===== config.mk =====
export PLATFORM = sky130hd
export DESIGN_NAME = elementwise_seq
export DESIGN_NICKNAME = d
export VERILOG_FILES = /design/src/rtl/elementwise_seq.sv
export SDC_FILE = /design/constraint.sdc
export NUM_CORES = 1
export LEC_CHECK = 0
export CAP_MARGIN = 20
export CORE_MARGIN = 2
export CORE_UTILIZATION = 42
export DETAILED_ROUTE_END_ITERATION = 8
export GPL_TIMING_DRIVEN = 0
export PLACE_DENSITY = 0.73
export SYNTH_ARGS = -nofsm -noshare
export SYNTH_HDL_FRONTEND = slang
export SYNTH_SLANG_ARGS = --single-unit

===== constraint.sdc =====
create_clock -name clk_in -period 2 [get_ports clk_in]
set_input_delay 0.4 -clock clk_in [delete_from_list [all_inputs] [get_ports clk_in]]
set_output_delay 0.4 -clock clk_in [all_outputs]
set_load 0.005 [all_outputs]

===== src/rtl/elementwise_seq.sv =====
// rtl/elementwise_seq.sv - chunk/vector sequencer for fixed-latency elementwise operators
//
// Purpose: pulls chunks from the producer FIFO and tracks them through the
// operator pipeline. It pushes results into the consumer FIFO under a credit
// rule and reports vector and layer completion.
//
// Ports:
//   clk_in          single clock
//   rst_in          asynchronous active-high reset
//   start           one-cycle pulse, begins a layer run (honoured only in IDLE)
//   in_fifo_empty   producer FIFO empty
//   in_fifo_rd      producer pop (combinational); data arrives next cycle
//   out_fifo_space  free consumer slots (registered by the FIFO)
//   out_fifo_wr     consumer push, aligned with the operator output
//   out_last        with out_fifo_wr: last chunk of its vector
//   chunk_idx       index of the chunk being issued
//   vec_idx         index of the vector being issued
//   vec_done        pulse when a vector's last chunk is pushed
//   busy            high in RUN or DRAIN
//   done            pulse when the final chunk of the run is pushed
module elementwise_seq #(
  parameter int InVecLength = 16,
  parameter int WorkingRegs = 4,
  parameter int NumVectors  = 8,
  parameter int OpLatency   = 1,
  parameter int OutDepth    = 16,
  localparam int ChunksPerVec = (InVecLength + WorkingRegs - 1) / WorkingRegs,
  localparam int CW = $clog2(ChunksPerVec) + 1,
  localparam int VW = $clog2(NumVectors) + 1,
  localparam int SW = $clog2(OutDepth) + 1
) (
  input  logic          clk_in,
  input  logic          rst_in,
  input  logic          start,
  input  logic          in_fifo_empty,
  output logic          in_fifo_rd,
  input  logic [SW-1:0] out_fifo_space,
  output logic          out_fifo_wr,
  output logic          out_last,
  output logic [CW-1:0] chunk_idx,
  output logic [VW-1:0] vec_idx,
  output logic          vec_done,
  output logic          busy,
  output logic          done
);

  localparam int IW = $clog2(OpLatency + 2) + 1;

  typedef enum logic [1:0] {
    IDLE  = 2'd0,
    RUN   = 2'd1,
    DRAIN = 2'd2
  } state_t;

  state_t state, state_next;

  logic [IW-1:0] inflight;
  logic          issue;
  logic          last_of_vec;
  logic          last_of_run;

  // Each stage carries {valid, last_of_vec, last_of_run}; stage OpLatency is the tail.
  logic [2:0] pipe [0:OpLatency];
  logic [2:0] tail;

  // A chunk may issue only if the consumer can absorb it together with every
  // chunk already in flight, so a push never finds the FIFO full.
  assign issue       = (state == RUN) && !in_fifo_empty &&
                       (int'(out_fifo_space) > int'(inflight));
  assign last_of_vec = (chunk_idx == CW'(ChunksPerVec - 1));
  assign last_of_run = last_of_vec && (vec_idx == VW'(NumVectors - 1));

  assign tail        = pipe[OpLatency];
  assign out_fifo_wr = tail[2];
  assign out_last    = tail[2] & tail[1];
  assign vec_done    = tail[2] & tail[1];
  assign done        = tail[2] & tail[0];

  // State register
  always_ff @(posedge clk_in or posedge rst_in) begin
    if (rst_in) state <= IDLE;
    else        state <= state_next;
  end

  // Next-state logic
  always_comb begin
    state_next = state;
    case (state)
      IDLE:    if (start) state_next = RUN;
      RUN:     if (issue && last_of_run) state_next = DRAIN;
      DRAIN:   if (done) state_next = IDLE;
      default: state_next = IDLE;
    endcase
  end

  // Output logic
  always_comb begin
    busy       = (state != IDLE);
    in_fifo_rd = issue;
  end

  // Chunk / vector counters; both return to 0 after the final issue so the
  // next run starts from chunk 0, vector 0.
  always_ff @(posedge clk_in or posedge rst_in) begin
    if (rst_in) begin
      chunk_idx <= '0;
      vec_idx   <= '0;
    end else if (issue) begin
      if (last_of_vec) begin
        chunk_idx <= '0;
        vec_idx   <= last_of_run ? '0 : vec_idx + VW'(1);
      end else begin
        chunk_idx <= chunk_idx + CW'(1);
      end
    end
  end

  // Chunks issued but not yet pushed
  always_ff @(posedge clk_in or posedge rst_in) begin
    if (rst_in) begin
      inflight <= '0;
    end else begin
      case ({issue, out_fifo_wr})
        2'b10:   inflight <= inflight + IW'(1);
        2'b01:   inflight <= inflight - IW'(1);
        default: inflight <= inflight;
      endcase
    end
  end

  // Valid/last shift register matching the producer read latency plus the
  // operator depth.
  always_ff @(posedge clk_in or posedge rst_in) begin
    if (rst_in) begin
      for (int i = 0; i <= OpLatency; i++) pipe[i] <= 3'b000;
    end else begin
      pipe[0] <= {issue, issue & last_of_vec, issue & last_of_run};
      for (int i = 1; i <= OpLatency; i++) pipe[i] <= pipe[i-1];
    end
  end

endmodule


; Word level (Yosys, flattened, before mapping)
; Index checks and enable logic that the tools add are counted.
[totals]
register_bits = 18
input_bits = 9
wordCells = 41
[classes]
add_sub_neg = 4
order_cmp = 1
eq_ne = 9
n_mux = 7
bitwise_logic = 4
reduce_logical = 10
[op_table]
columns = operator, count
row1 = $add A3 B1 Y3 const B, 2
row2 = $mux W2, 3
row3 = $pmux W2 S3, 1
row4 = $pmux W3 S2, 1
row5 = $gt A5 B3 Y1, 1
row6 = $add A4 B1 Y4 const B, 1
row7 = $and A1 B1 Y1, 4
row8 = $eq A2 B1 Y1 const B, 2
row9 = $eq A2 B2 Y1 const B, 2
row10 = $eq A4 B3 Y1 const B, 1
row11 = $logic_and A1 B1 Y1, 4
row12 = $mux W4, 1
row13 = $ne A2 B2 Y1 const B, 2
row14 = $reduce_bool A2 Y1, 2
row15 = $eq A3 B2 Y1 const B, 1
row16 = $mux W3, 1
row17 = $reduce_and A3 Y1, 1
row18 = $sub A3 B1 Y3 const B, 1
row19 = $logic_not A2 Y1, 1
row20 = $ne A2 B1 Y1 const B, 1
row21 = $reduce_and A2 Y1, 1
row22 = $logic_not A1 Y1, 1

; Logic depth before layout (Yosys ltp)
[logic_depth]
ltp_word = 6
mapped_depth = 11
depth_no_buf = 11

; Least setup slack after synthesis
; Ideal clock, no wire load.
[synth_timing]
kind = input port to flip-flop
start = input out_fifo_space[0]
end = register inflight[1]
arrival_ns = 2.017
required_time_ns = 1.875
slack_ns = -0.142
stages = 8
n_path_buf = 0
path_cell_list = inv_1 -> ha_1 -> nor4bb_1 -> a21oi_2 -> nand2_2 -> ha_1 -> fa_1 -> mux2_2
[synth_between]
elab_chain_cells = 4
elab_cells_between_ends = 6
[synth_lines]
columns = item, line_no
row1 = "start, declared", 37  ; input logic [SW-1:0] out_fifo_space,
row2 = $gt A5 B3 Y1 *, 69  ; (int'(out_fifo_space) > int'(inflight));
row3 = $logic_and A1 B1 Y1 *, 68  ; assign issue = (state == RUN) && !in_fifo_empty &&
row4 = $eq A2 B1 Y1 / $eq A2 B2 Y1 (equally long branches), 123  ; case ({issue, out_fifo_wr})
row5 = $pmux W3 S2 / $reduce_bool A2 Y1 (equally long branches), n/a
row6 = "end signal, assigned", 124  ; 2'b10: inflight <= inflight + IW'(1);
row7 = "end signal, assigned", 125  ; 2'b01: inflight <= inflight - IW'(1);
row8 = "end signal, assigned", 126  ; default: inflight <= inflight;
row9 = "end, declared", 57  ; logic [IW-1:0] inflight;
; Every way passes the cells marked *; elsewhere a longest branch is shown, timed or not.
; A chain may end at the register's enable or synchronous reset.

; Final worst setup path
[layout_timing]
start = register inflight[0]
end = register inflight[1]
[layout_between]
elab_chain_cells = 4
elab_cells_between_ends = 8
[layout_lines]
columns = item, line_no
row1 = $gt A5 B3 Y1, 69
row2 = $logic_and A1 B1 Y1, 68
row3 = $eq A2 B1 Y1 / $eq A2 B2 Y1 (equally long branches), 123
row4 = $pmux W3 S2 / $reduce_bool A2 Y1 (equally long branches), n/a
; Several ways; a longest one is shown, not always the timed one.

==> out/metrics.csv <==
metric;value;unit
Clock transition at path regs;0.10;ns
Std-Cell Rows;16;
Stages on worst setup path;8;
fin nets;118;
failing checks;setup timing;
gr usage total;14.75;%
measured slew at the worst slew-check pin;0.6559;ns
most frequent cells in the layout;dfrtp_1 (18), clkdlybuf4s50_1 (18), buf_4 (7);
Yosys warning total;0;
CP endpoint kind;register;
drt wl/cell;12.03;µm
Worst path top cell family by delay;adder cells;
part of the power in registers;58.8;%
Synth area leaders;dfrtp_1 (53%), ha_1 (8.8%), mux2_2 (5.3%);
Post-Syn Area;857.1;µm²
Hold Crit Depth;0;
Clock Tree Buf Depth;2;
Overflow after GRT;0;
largest net degree at the start of global routing;19;
htree depth;1;
MaxCap Viol Count;0;
Yosys reg bits;18;
n_diodes;0;
Setup CP Type;register to register;
Comb power frac;5.4;%
Worst path slowest cell;fa_2;
worst endpoint data arrival time;2.32;ns
DP Wirelength;1.102;mm
overall routed net length;1.540;mm
Multi-input gate area;426.7;µm²
area fraction of the dominant cell type after synthesis;52.55;%
die area;2418;µm²
I/O pin count;22;
Syn Nets;84;
Pint;0.4933;mW
R2R depth;8;
TritonCTS buffer count;3;
first-pass GRT wire length;2.718;mm
clk_skew;0.002320;ns
Cell Area, Placed;1129;µm²
TritonRoute pass-1 iters;2;
status;complete, but fails checks;
Max IR drop VDD;0.0004151;V
Hold Path Class;register to register;
Net Sw Frac;20.30;%
cell count after synthesis;68;
clk_lat worst skew;0.29;ns
average size of a mapped cell;12.60;µm²
NetSw;0.1256;mW
crit-path cells;ha_1 > nor4bb_4 > a21oi_2 > nand2_2 > buf_6 > ha_4 > fa_2 > mux2_4;
Final setup viols;4;
Worst Path Required;2.18;ns
Fmax;0.4676;GHz
Clock Power Share;35.9;%
CTS tree;done;
Routed Antenna Nets;0;
RSZ-0062 raised after global routing;true;
layout cells sized above 1;33.66;%
fill count;174;
Distinct cells, synth;29;
port bufs;21;
Initial DRC Count;3;
vias in the first global route;628;
Hold Vio Cnt, Final;0;
die height;49.18;µm
Slew Viols, Final;0;
final instance area;1261;µm²
power density cells;490.8;nW/µm²
fin crit share;106.9;%
die width;49.18;µm
FF/Latch Area;450.4;µm²
total vias in the final route;601;
post-synth top area cell;dfrtp_1;
total power;0.6190;mW
post-synthesis sequential area ratio;52.55;%
delay of the slowest cell on the worst path;0.42;ns
type of origin of the critical path;register;
Buf/Inv on CP;1;
CTS Sinks;18;
Worst Setup Slack, final;-0.1386;ns
Final min period;2.139;ns
# DRC;0;
GPL Wtd Cong;0.7170;
CTS Root Cell;clkbuf_4;
core box area;1942;µm²
area grow syn2layout;47.15;%
initial antenna violation count;0;
leakage power;0.6286;nW
Starting Density;44.14;%
CP max FO;2;
Slew headroom;56.23;%
vias per cell;4.695;
hold_buf cts;0;
## flip-flops by register name, summed over array words and instances, names as in the netlist
name	count
tail	3
chunk_idx	3
inflight	3
pipe	3
vec_idx	4
state	2
## timing repair
item | CTS | global route
pin swaps | 8 | 6
resized for setup | 9 | 6
buffers inserted | 6 | 2
gates cloned | 0 | 0
setup endpoints to repair | 4 | 4
## synthesized netlist by cell type (all sizes together)
cell type / n
inv: 6
o21ai: 1
buf: 1
xnor2: 4
nor3: 1
nand3b: 1
and2: 2
nor4bb: 1
o32ai: 1
dfrtp: 18
mux2i: 1
or2: 1
a21oi: 1
mux2: 5
nor2b: 2
o221a: 1
nand2: 5
or3b: 1
nand4: 1
and2b: 1
fa: 1
a21boi: 1
clkinv: 1
ha: 6
nor2: 4
## path summary, 6_finish.rpt
kind	startpoint	end	slack [ns]
max	inflight[0]	inflight[1]	-0.14
min	pipe[3]	tail[0]	0.36
max reg2reg	inflight[0]	inflight[1]	-0.14
min reg2reg	pipe[3]	tail[0]	0.36
max in group asynchronous	rst_in	chunk_idx[2]	1.09
min in group asynchronous	rst_in	vec_idx[0]	0.49
## metal layers
layer	wire length, µm	GRT usage, %
met1	671	18.31
met2	775	23.42
met3	79	3.681
met4	13	8.095
met5	0	0
## cell type report
| cell class | count | share of cell area (%) |
|---|---|---|
| Tap cell | 27 | 2.679 |
| Buffer | 1 | 0.5952 |
| Clock buffer | 4 | 2.877 |
| Timing Repair Buffer | 29 | 21.43 |
| Inverter | 7 | 2.877 |
| Sequential cell | 18 | 35.71 |
| Multi-Input combinational cell | 42 | 33.83 |
## worst register-to-register path, stage by stage, from the launching register on
cell and delay (ns):
dfrtp_1 0.39, ha_1 0.27, nor4bb_4 0.29, a21oi_2 0.09, nand2_2 0.08, buf_6 0.10, ha_4 0.12, fa_2 0.42
mux2_4 0.27
## per-stage QoR
step | utilization, % | cells | worst slack (ns) | hold WS [ns] | setup TNS (ns)
5_1_grt | 64.95 | 128 | -0.2173 | 0.3676 | -0.7203
4_1_cts | 63.08 | 126 | -0.2315 | 0.3601 | -0.5954
2_1_floorplan | - | 68 | -0.02536 | 0.3312 | -0.02847
3_3_place_gp | 58.12 | 116 | -0.5785 | 0.3323 | -2.947
6_report | 64.95 | 128 | -0.1386 | 0.3570 | -0.3535
3_5_place_dp | 58.12 | 116 | -0.6118 | 0.3373 | -3.488
## power groups by stage
| stage | logic [mW] | clock network (mW) | registers, mW |
|---|---|---|---|
| floorplan | 0.0134 | 0 | 0.371 |
| global placement | 0.0334 | 0 | 0.371 |
| detailed placement | 0.0338 | 0 | 0.371 |
| CTS | 0.0327 | 0.229 | 0.364 |
| global route | 0.0374 | 0.245 | 0.364 |
| finish | 0.0333 | 0.222 | 0.364 |
## cell families (layout without fill, tap and decap cells)
family,count (synthesis),in the layout,share of synthesized area [%]
AND/OR/NAND/NOR,20,20,14.89
flip-flops,18,18,52.55
buffers and inverters,8,41,4.380
adder cells (fa/ha/maj),7,7,11.09
multiplexers,6,6,8.174
AO/OA/AOI/OAI,5,5,4.818
XOR/XNOR,4,4,4.087
Power figures use the tool's default switching activity.
